`src/rtl/mem_port_arbiter_pkg.sv`:
```
// mem_port_arbiter_pkg
//   Shared types and constants for the memory port arbiter. These are the
//   arbiter FSM state codes, the request owner codes and the Sram MemWrite
//   encoding (IDLE/BYTE/HALF/WORD). The package also provides a helper that
//   gives the access footprint in bytes.
//   Optional feature macro used by the files that import this package:
//   MEM_ARB_ALIGN_CHECK_EN.
package mem_port_arbiter_pkg;

  typedef enum logic [1:0] {
    ARB_IDLE   = 2'd0,
    ARB_ACCESS = 2'd1,
    ARB_RESP   = 2'd2
  } arb_state_t;

  typedef enum logic {
    OWNER_I = 1'b0,
    OWNER_D = 1'b1
  } owner_t;

  localparam logic [1:0] WRITE_IDLE = 2'd0;
  localparam logic [1:0] WRITE_BYTE = 2'd1;
  localparam logic [1:0] WRITE_HALF = 2'd2;
  localparam logic [1:0] WRITE_WORD = 2'd3;

  // Bytes touched by an access. Any read covers a full word, so a read that is
  // combined with a narrow write is still sized and aligned as a word.
  function automatic logic [2:0] access_size(input logic rd, input logic [1:0] wr);
    if (rd || wr == WRITE_WORD) return 3'd4;
    else if (wr == WRITE_HALF)  return 3'd2;
    else if (wr == WRITE_BYTE)  return 3'd1;
    else                        return 3'd0;
  endfunction

endpackage

```
`src/rtl/mem_port_arbiter_align.sv`:
```
// mem_align_check
//   Combinational alignment and range check for one Sram access.
//   Ports:
//     mem_read  in  1   access reads a word
//     mem_write in  2   WRITE_IDLE/BYTE/HALF/WORD
//     addr      in  32  byte address
//     err       out 1   misaligned, or the access runs past MEM_BYTES
//   The top instantiates this module only when MEM_ARB_ALIGN_CHECK_EN is defined.
module mem_align_check
  import mem_port_arbiter_pkg::*;
#(
  parameter int unsigned MEM_BYTES = 65536
) (
  input  logic        mem_read,
  input  logic [1:0]  mem_write,
  input  logic [31:0] addr,
  output logic        err
);

  logic [2:0]  size;
  logic [32:0] end_addr;

  always_comb begin
    size     = access_size(mem_read, mem_write);
    end_addr = {1'b0, addr} + {30'd0, size};
    err      = 1'b0;
    if (size == 3'd4 && addr[1:0] != 2'b00) err = 1'b1;
    if (size == 3'd2 && addr[0])            err = 1'b1;
    // The address is widened to 33 bits so that wrap at 2^32 is still caught.
    if (size != 3'd0 && end_addr > 33'(MEM_BYTES)) err = 1'b1;
  end

endmodule

```
`src/rtl/mem_port_arbiter.sv`:
```
// mem_port_arbiter
//   Shares one single-ported, byte-addressed Sram between the instruction
//   fetch port (I) and the load/store port (D). Each request takes three
//   cycles: it is accepted in IDLE, drives the Sram in ACCESS, and returns a
//   one-cycle response in RESP.
//   Parameters:
//     FIXED_PRIO  0 = round-robin on ties; 1 = D always wins ties
//     MEM_BYTES   Sram size, used only by the optional range check
//   Ports:
//     clk, rst (async, active-high)
//     I port: i_req_valid/i_req_ready, i_addr, i_resp_valid, i_rdata
//     D port: d_req_valid/d_req_ready, d_mem_read, d_mem_write, d_addr, d_wdata,
//             d_resp_valid, d_rdata, d_resp_err
//     Sram:   mem_read, mem_write, mem_addr, mem_wdata, mem_rdata
//   Optional feature: MEM_ARB_ALIGN_CHECK_EN. When it is defined, misaligned or
//   out-of-range requests are suppressed at the Sram and answered with rdata=0.
//   D requests also report err=1.
module mem_port_arbiter
  import mem_port_arbiter_pkg::*;
#(
  parameter int          FIXED_PRIO = 0,
  parameter int unsigned MEM_BYTES  = 65536
) (
  input  logic        clk,
  input  logic        rst,
  input  logic        i_req_valid,
  output logic        i_req_ready,
  input  logic [31:0] i_addr,
  output logic        i_resp_valid,
  output logic [31:0] i_rdata,
  input  logic        d_req_valid,
  output logic        d_req_ready,
  input  logic        d_mem_read,
  input  logic [1:0]  d_mem_write,
  input  logic [31:0] d_addr,
  input  logic [31:0] d_wdata,
  output logic        d_resp_valid,
  output logic [31:0] d_rdata,
  output logic        d_resp_err,
  output logic        mem_read,
  output logic [1:0]  mem_write,
  output logic [31:0] mem_addr,
  output logic [31:0] mem_wdata,
  input  logic [31:0] mem_rdata
);

  arb_state_t  state, state_nxt;
  owner_t      last_grant, owner;
  logic        req_read, req_err;
  logic [1:0]  req_write;
  logic [31:0] req_addr, req_wdata, cap_data;

  logic        sel_read, sel_err;
  logic [1:0]  sel_write;
  logic [31:0] sel_addr, sel_wdata;

  // The winner's request fields. A fetch is always a plain word read.
  assign sel_read  = d_req_ready ? d_mem_read  : 1'b1;
  assign sel_write = d_req_ready ? d_mem_write : WRITE_IDLE;
  assign sel_addr  = d_req_ready ? d_addr      : i_addr;
  assign sel_wdata = d_req_ready ? d_wdata     : 32'd0;

`ifdef MEM_ARB_ALIGN_CHECK_EN
  mem_align_check #(.MEM_BYTES(MEM_BYTES)) u_align (
    .mem_read  (sel_read),
    .mem_write (sel_write),
    .addr      (sel_addr),
    .err       (sel_err)
  );
`else
  // MEM_BYTES matters only to the range check, which is not built here.
  logic [31:0] unused_mem_bytes;
  assign unused_mem_bytes = 32'(MEM_BYTES);
  assign sel_err          = 1'b0;
`endif

  assign mem_addr  = req_addr;
  assign mem_wdata = req_wdata;

  always_ff @(posedge clk or posedge rst) begin
    if (rst) state <= ARB_IDLE;
    else     state <= state_nxt;
  end

  always_comb begin
    state_nxt    = state;
    i_req_ready  = 1'b0;
    d_req_ready  = 1'b0;
    mem_read     = 1'b0;
    mem_write    = WRITE_IDLE;
    i_resp_valid = 1'b0;
    d_resp_valid = 1'b0;
    i_rdata      = 32'd0;
    d_rdata      = 32'd0;
    d_resp_err   = 1'b0;
    case (state)
      ARB_IDLE: begin
        if (!rst) begin
          if (i_req_valid && d_req_valid) begin
            // On a tie the port that was not granted last wins, unless D is pinned.
            if (FIXED_PRIO != 0 || last_grant == OWNER_I) d_req_ready = 1'b1;
            else                                          i_req_ready = 1'b1;
          end else begin
            i_req_ready = i_req_valid;
            d_req_ready = d_req_valid;
          end
        end
        if (i_req_ready || d_req_ready) state_nxt = ARB_ACCESS;
      end
      ARB_ACCESS: begin
        // A flagged request still occupies this slot, but the Sram stays idle.
        mem_read  = req_read && !req_err;
        mem_write = req_err ? WRITE_IDLE : req_write;
        state_nxt = ARB_RESP;
      end
      ARB_RESP: begin
        if (owner == OWNER_I) begin
          i_resp_valid = 1'b1;
          i_rdata      = cap_data;
        end else begin
          d_resp_valid = 1'b1;
          d_rdata      = cap_data;
          d_resp_err   = req_err;
        end
        state_nxt = ARB_IDLE;
      end
      default: state_nxt = ARB_IDLE;
    endcase
  end

  always_ff @(posedge clk or posedge rst) begin
    if (rst) begin
      last_grant <= OWNER_D;
      owner      <= OWNER_I;
      req_read   <= 1'b0;
      req_write  <= WRITE_IDLE;
      req_addr   <= 32'd0;
      req_wdata  <= 32'd0;
      req_err    <= 1'b0;
      cap_data   <= 32'd0;
    end else begin
      if (i_req_ready || d_req_ready) begin
        owner      <= d_req_ready ? OWNER_D : OWNER_I;
        last_grant <= d_req_ready ? OWNER_D : OWNER_I;
        req_read   <= sel_read;
        req_write  <= sel_write;
        req_addr   <= sel_addr;
        req_wdata  <= sel_wdata;
        req_err    <= sel_err;
      end
      // The Sram read is combinational, so the word is captured at the end of
      // ACCESS. This returns the pre-write contents for a read+write.
      if (state == ARB_ACCESS) cap_data <= mem_read ? mem_rdata : 32'd0;
    end
  end

endmodule

```
`config.mk`:
```
export PLATFORM = sky130hd
export DESIGN_NAME = mem_port_arbiter
export DESIGN_NICKNAME = d
export VERILOG_FILES = /design/src/rtl/mem_port_arbiter_pkg.sv /design/src/rtl/mem_port_arbiter_align.sv /design/src/rtl/mem_port_arbiter.sv
export SDC_FILE = /design/constraint.sdc
export NUM_CORES = 1
export LEC_CHECK = 0
export BUFFER_PORTS_ARGS = -buffer_cell sky130_fd_sc_hd__buf_4
export CAP_MARGIN = 10
export CORE_AREA = 2 2 107 109
export DETAILED_ROUTE_END_ITERATION = 10
export DIE_AREA = 0 0 109 111
export PLACE_DENSITY = 0.79
export SKIP_LAST_GASP = 1
export SYNTH_ARGS = -nofsm -noshare
export SYNTH_HDL_FRONTEND = slang
export SYNTH_HIERARCHICAL = 1
export SYNTH_SLANG_ARGS = --single-unit
export TNS_END_PERCENT = 50
```
`constraint.sdc`:
```
create_clock -name clk -period 4.7 [get_ports clk]
set_input_delay 1.175 -clock clk [delete_from_list [all_inputs] [get_ports clk]]
set_output_delay 1.175 -clock clk [all_outputs]
set_load 0.05 [all_outputs]
```
== After elaboration in Yosys (flattened, before gate mapping) ==
Index checks and enable logic that the tools add are counted.

* Add/sub/neg operators: 0
* Multiply operators: 0
* Divide/modulo/power cells: 0
* Order comparisons: 0
* Eq/ne operators: 3
* Shift operators: 0
* Muxes and demuxes: 28
* Bitwise logic cells: 0
* Reductions and logical operators: 4

{| class="wikitable"
|+ Operators by type and width
! kind !! count
|-
| $mux W32 || 7
|-
| $mux W1 || 17
|-
| $mux W2 || 3
|-
| $pmux W2 S2 || 1
|-
| $eq A2 B1 Y1 const B || 1
|-
| $eq A2 B2 Y1 const B || 1
|-
| $logic_not A2 Y1 || 1
|-
| $logic_or A1 B1 Y1 || 2
|-
| $ne A2 B2 Y1 const B || 1
|-
| $logic_and A1 B1 Y1 || 1
|}

* Flip-flop bits (word level): 103
* Bits in latches: 0
* Bits in writable memories: 0
* ROM bits: 0
* Input port bits: 135
* Output and inout bits: 136
* Logic and storage cells: 43
* Memories kept: 0

== Depth between registers and ports, before layout ==
Gate-level depths: netlist of run 1.

* Depth in word-level cells: 7
* Mapped depth: 6
* Depth with buffers taken out: 4

== Worst setup path before layout of run 1 ==
OpenSTA, ideal clock, no wires.

* Path type: input -> output
* From: in rst
* To: out i_req_ready
* Data arrival time: 2029 ps
* Required time: 3525 ps
* Setup slack: 1496 ps
* Stages on the path: 4
* Buffers on the path: 1
* Path through: nor3_1 -> buf_2 -> nand3_1 -> inv_1

* Longest elaborated chain between the ends: 3

{| class="wikitable"
|+ Ends and longest elaborated chain
! what !! line !! RTL
|-
| from (decl) || mem_port_arbiter.sv:25 || <nowiki>input logic rst,</nowiki>
|-
| $mux W1 || mem_port_arbiter.sv:98 || <nowiki>if (!rst) begin</nowiki>
|-
| $mux W1 (2 in a row) || mem_port_arbiter.sv:96 || <nowiki>case (state)</nowiki>
|-
| to (decl) || mem_port_arbiter.sv:27 || <nowiki>output logic i_req_ready,</nowiki>
|}

No other way between the ends. The select of a mux whose other input is x is not followed.

== Worst setup path in the final report of run 1 ==
* From: in rst
* To: out d_req_ready

* Longest elaborated chain between the ends: 3

{| class="wikitable"
|+ Ends and longest elaborated chain
! what !! line !! RTL
|-
| $mux W1 || mem_port_arbiter.sv:98 ||
|-
| $mux W1 (2 in a row) || mem_port_arbiter.sv:96 ||
|-
| to (decl) || mem_port_arbiter.sv:32 || <nowiki>output logic d_req_ready,</nowiki>
|}

No other way between the ends. The select of a mux whose other input is x is not followed.

==> results of run 1 <==
==> metrics by stage <==
stage / setup WS, ns / total power [mW]
floorplan: 0.823 / 2.18
global placement: 0.986 / 2.62
detailed placement: 0.993 / 2.66
CTS: 0.993 / 3.48
global route: 0.929 / 3.62
finish: 0.996 / 3.45
==> power groups by stage <==
stage | logic, mW | clock network [mW] | registers, mW
global placement | 1.35 | 0 | 1.27
finish | 1.37 | 0.814 | 1.27
detailed placement | 1.38 | 0 | 1.28
CTS | 1.38 | 0.828 | 1.27
floorplan | 0.487 | 0 | 1.69
global route | 1.46 | 0.866 | 1.30
==> cell usage in the layout, fill, tap and decap left out, types with 9 or more instances in the layout <==
cell type    n
a31oi_1     32
o21ai_0     32
and2_1      67
nand2_1     65
a22o_1      34
clkbuf_16    9
nand3_1     65
dfrtp_1    102
a21oi_1     32
buf_4      277
==> area by class of cell <==
cell class | count | area share [%]
flip-flops and latches | 103 | 36.1
repair buffers | 278 | 29.4
multi-input cells | 341 | 27.1
clock buffers | 11 | 3.54
well taps | 143 | 2.51
clock inverters | 5 | 1.10
inverters | 4 | 0.246
==> registers in the layout, indices dropped and copies added (netlist names) <==
signal and cells:
last_grant 1, mem_wdata 32, state 2, mem_addr 32, req_write 2, owner 1, req_read 1, cap_data 32
==> metal layers <==
metal | up-vias | part of all wire [%] | GRT usage (%)
met5 | - | 0 | 0
met4 | 0 | 4.3 | 12.3
met3 | 49 | 7.6 | 4.53
met2 | 232 | 50 | 38.7
met1 | 2150 | 38 | 29.0
li1 | 2216 | - | -
==> final timing paths <==
check / from / to / cells after the start
worst max-delay path: rst / d_req_ready / 4
worst min-delay path: cap_data[11] / cap_data[11] / 2
worst max register to register: state[1] / mem_addr[19] / 5
worst min register to register: cap_data[11] / cap_data[11] / 2
max in group asynchronous: rst / cap_data[28] / 3
min in group asynchronous: rst / cap_data[9] / 2
==> kinds of logic (layout without fill, tap and decap cells) <==
| logic type | after synthesis | after routing | synth area share, % |
|---|---|---|---|
| AOI/OAI and AO/OA | 135 | 135 | 18.2 |
| other | 1 | 1 | 0.0791 |
| DFF | 103 | 103 | 54.4 |
| buffers and inverters | 52 | 298 | 5.12 |
| and+or+nand+nor | 205 | 205 | 22.2 |
==> worst max-delay path, cell delays in order <==
cell	delay, ns
buf_4	0.13
or3_1	0.75
nor2_8	0.26
buf_4	0.22
==> metrics, run 1 <==
Finished Cell Area just over 0.007 mm^2; vias in the first global route 4478; Synth Warn # 6; average instance area after synthesis between 9 and 10 um^2; CTS tree yes; critical path type in -> out; die outline area 0.0121 mm^2; Net Sw Power 1.40 mW; Max Cap Viol 0; P_int approximately 2.0 mW; measured slew at the worst slew-check pin approximately 1.1 ns; ys flop type dfrtp_1; WHS 0.486 ns; total grt overflow 0; CTS Buffer Depth 2; PwrDens 484 mW/mm^2; sequential group share of total power a little under two fifths; vias per cell 5.25; Sink Count between 100 and 150; Post-CTS Setup Inserts 0; Final Hold Fails 0; dominant cell type by area after synthesis dfrtp_1; Period Utilization, post-route 78.8%; switching share of power 40.6%; area of the multi-input gates 0.00193 mm^2; ANT cells 0; Placement Cell Area 0.00680 mm^2; Setup violations, final 0; HP Class reg -> reg; Slew Viols, Final 0; Vias 4647; Max H-tree Level 3; routed wire length approximately 14000 um; syn nets 631; placed cell count 869; num rows 39; flop2flop setup slack 2.47 ns; CTS Hold Bufs 0; synth cell count leaders dfrtp_1, and2_1, nand2_1, nand3_1, a22o_1; most frequent cell after synthesis dfrtp_1; Worst Setup End Kind output pin; post-CTS resize count 0; leakage power 3.66 nW; fillcell total 903; fmax 0.270 GHz; routed wire length per instance 16.3 um; IO Port Bufs about 270; sequential element share of the synthesized area 54.4%; Initial DRT Pass Iterations 4; required time worst endpoint 3.52 ns; Num CTS Buffers 9; synthesized netlist cell count between 400 and 500; GRT Overall Usage 23.5%; drt drc 0; minimum clock period after layout 3.70 ns; layout cells sized above 1 40.8%; status finished, final reports clean; Clk pwr share a little under a quarter; Final TNS setup 0 ns; die height 111 um; Post-synth EDFFs 0; Logic pwr share 39.8%; core area 0.0111 mm^2; initial antenna violation count 0; worst vdd ir around 270 uV; DP Wirelength between 10000 and 15000 um; Clock Skews 0.00677 ns; max_slew headroom ~29%; first-pass GRT wire length 22300 um; RePlAce Congestion 0.816; ys async rst share 100%; storage element area 0.00258 mm^2; Yosys cell types 28; clock-pin slew on the worst setup and hold paths 0.06 ns; post-route ant nets 0; Synth Cell Area approximately 0.0047 mm^2; crit start category input pin; final core utilization 64.4%; Area Growth Syn to Fin 50.5%; Starting Density 42.8%; worst-path maximum fanout 34; share of the synthesized area in the top cell type a little over half; DIE WIDTH 109 um; CTS root buf clkbuf_16; nets 872; pin count of the biggest net entering global routing 74; RSZ-0062 raised after global routing no; initial drt markers 280; top cells by area, synth dfrtp_1, and2_1, nand3_1; Worst EP arrival 2.53 ns; Non-Filler Instances 885; FF+latch count, synth 103; io pins 271; worst skew pair latency 0.34 ns
Note: power is estimated with default switching activity, not from simulation.
==> run 2, diff against run 1 <==
--- a/config.mk
+++ b/config.mk
@@ -7,10 +7,10 @@
 export LEC_CHECK = 0
 export BUFFER_PORTS_ARGS = -buffer_cell sky130_fd_sc_hd__buf_4
 export CAP_MARGIN = 10
-export CORE_AREA = 2 2 107 109
+export CORE_AREA = 2 2 112 114
 export DETAILED_ROUTE_END_ITERATION = 10
-export DIE_AREA = 0 0 109 111
-export PLACE_DENSITY = 0.79
+export DIE_AREA = 0 0 114 116
+export PLACE_DENSITY = 0.76
 export SKIP_LAST_GASP = 1
 export SYNTH_ARGS = -nofsm -noshare
 export SYNTH_HDL_FRONTEND = slang
==> constraint.sdc (replaced) <==
create_clock -name clk -period 3.33 [get_ports clk]
set_input_delay 0.8325 -clock clk [delete_from_list [all_inputs] [get_ports clk]]
set_output_delay 0.8325 -clock clk [all_outputs]
set_load 0.05 [all_outputs]
==> run 2 against run 1 <==
Clock power rose by 34%. Core utilization decreased by 4.5 points. Critical path depth is 1 lower. Via count increased by 1.5%. Die area up 9.3%. Sequential share of layout area about the same. Critical path type is now reg -> out.
==> metrics, run 2 (synthesis gave the netlist of run 1 again) <==
minimum clock period after layout 2.91 ns; Vias 4715 (was 4647); num rows 40 (was 39); commonest non-fill, non-tap cell in the layout buf_4 (unchanged); fillcell total 1048 (was 903); DP Wirelength 10400 um (was 10500 um); commonest cells after routing, fill and taps aside buf_4, dfrtp_1, and2_1 (unchanged); leakage power 3.65 nW (was 3.66 nW); crit-path cells and3b_1 -> and2_1 -> buf_4 (was buf_4 -> or3_1 -> nor2_8 -> buf_4); Num CTS Buffers 9 (unchanged); met3 usage 5.07% (was 4.53%); critical path's top delay family simple AND/OR/NAND/NOR gates (unchanged); layout cells sized above 1 41.0% (was 40.8%); nets 874 (was 872); die outline area 0.0132 mm^2 (was 0.0121 mm^2); CTS Hold Bufs 0 (unchanged); Period Utilization, post-route 87.4%; clock-pin slew on the worst setup and hold paths 0.07 ns (was 0.06 ns); io pins 271 (unchanged); vias per cell 5.29 (was 5.25); PwrDens 675 mW/mm^2 (was 484 mW/mm^2); routed wire length per instance 16.6 um (was 16.3 um); max_slew headroom 39.3% (was 28.8%); Clock Skews 0.0105 ns (was 0.00677 ns); GRT Overall Usage 21.8% (was 23.5%); RePlAce Congestion 0.822 (was 0.816); crit start category register (was input pin); pin count of the biggest net entering global routing 70 (was 74); Clk pwr share 22.6% (was 23.6%); Net Sw Power 2.02 mW (was 1.40 mW); P_int 2.80 mW (was 2.05 mW); CTS tree yes (unchanged); Final Hold Fails 0 (unchanged); die height 116 um (was 111 um); storage element area 0.00258 mm^2 (unchanged); required time worst endpoint 2.50 ns (was 3.52 ns); sequential group share of total power 37.0% (was 36.7%); Starting Density 39.8% (was 42.8%); met2 Usage GRT 37.3% (was 38.7%); total grt overflow 0 (unchanged); worst vdd ir 418 uV (was 272 uV); Finished Cell Area 0.00714 mm^2 (was 0.00713 mm^2); Sink Count 103 (unchanged); DIE WIDTH 114 um (was 109 um); Buf/Inv on CP 1 (was 2); drt drc 0 (unchanged); Max H-tree Level 3 (unchanged); met1 Use GR 27.0% (was 29.0%); min setup slack post-route 0.419 ns (was 0.996 ns); Final TNS setup 0 ns (unchanged); measured slew at the worst slew-check pin 0.910 ns (was 1.07 ns); critical path type reg -> out (was in -> out); Initial DRT Pass Iterations 5 (was 4); vias in the first global route 4431 (was 4478); Non-Filler Instances 891 (was 885); Slew Viols, Final 0 (unchanged); Max Cap Viol 0 (unchanged); Placement Cell Area 0.00683 mm^2 (was 0.00680 mm^2); pre-CTS setup slack 0.742 ns (was 0.993 ns); crit path max-delay cell type and3b_1 (was or3_1); RSZ-0062 raised after global routing no (unchanged); status finished, final reports clean (unchanged); HP Class reg -> reg (unchanged); Logic pwr share 40.4% (was 39.8%); core area 0.0119 mm^2 (was 0.0111 mm^2); placed cell count 875 (was 869); area of the multi-input gates 0.00193 mm^2 (unchanged); CP max stage delay 0.84 ns (was 0.75 ns); switching share of power 42.0% (was 40.6%); initial antenna violation count 0 (unchanged); routed wire length 14800 um (was 14400 um); post-route ant nets 0 (unchanged); Area Growth Syn to Fin 50.6% (was 50.5%); fmax 0.344 GHz; Worst EP arrival 2.08 ns (was 2.53 ns); ANT cells 0 (unchanged); IO Port Bufs 269 (unchanged); post-CTS resize count 0 (unchanged); gr busiest metal met2 (unchanged); initial drt markers 330 (was 280); Worst Setup End Kind output pin (unchanged); first-pass GRT wire length 22700 um (was 22300 um); worst-path maximum fanout 33 (was 34); Setup violations, final 0 (unchanged); CTS Buffer Depth 2 (unchanged); Post-CTS Setup Inserts 0 (unchanged); worst skew pair latency 0.34 ns (about the same); CTS root buf clkbuf_16 (unchanged)
run 2: cell count changes in the layout (fill, tap and decap cells not counted), moves of 2 or more:
cell and delta:
clkbuf_8 -2, clkinvlp_4 +2, clkinv_2 -2, buf_4 +2, inv_6 +2, inv_8 +2
run 2: cell type report:
cell class,instances,area share (%)
flip-flops and latches,103,36.1
repair buffers,280,29.6
multi-input cells,341,27.1
clock buffers,9,3.15
well taps,147,2.58
clock inverters,7,1.21
inverters,4,0.263
run 2: power groups by stage:
stage	clock network, mW	registers [mW]	logic (mW)
after global placement	0	1.79	1.92
after detailed placement	0	1.80	1.96
after CTS	1.13	1.79	1.96
final	1.09	1.79	1.95
after floorplan	0	2.38	0.688
after global routing	1.18	1.82	2.06
run 2: routing by layer:
metal | wire (um) | up-vias | part of all wire [%]
li1 | - | 2219 | -
met1 | 5770 | 2256 | 39
met2 | 7540 | 218 | 51
met3 | 1170 | 22 | 8.0
met4 | 264 | 0 | 1.8
met5 | 0 | - | 0
run 2: path summary, 6_finish.rpt:
| check | from | endpoint | slack, ns | cells past startpoint |
|---|---|---|---|---|
| worst min register to register | cap_data[24] | cap_data[24] | 0.48 | 2 |
| worst max register to register | state[1] | mem_addr[7] | 1.46 | 5 |
| worst max-delay path | state[0] | d_rdata[20] | 0.42 | 3 |
| worst min-delay path | cap_data[24] | cap_data[24] | 0.48 | 2 |
| min in group asynchronous | rst | cap_data[7] | 0.64 | 2 |
| max in group asynchronous | rst | last_grant | 1.87 | 3 |
run 2: worst register-to-register path, delay by kind of cell (launching register included):
kind / cells / cell delay (ns)
and+or+nand+nor: 2 / 0.36
AOI/OAI and AO/OA: 1 / 0.19
buffers and inverters: 2 / 0.75
DFF: 1 / 0.42
run 2: through the flow:
| stage | total power, mW | utilization, % | hold slack, ns |
|---|---|---|---|
| after floorplan | 3.07 | - | 0.444 |
| after global placement | 3.72 | 57.3 | 0.463 |
| after detailed placement | 3.76 | 57.3 | 0.475 |
| after CTS | 4.88 | 59.9 | 0.491 |
| after global routing | 5.07 | 59.9 | 0.518 |
| final | 4.82 | 59.9 | 0.484 |
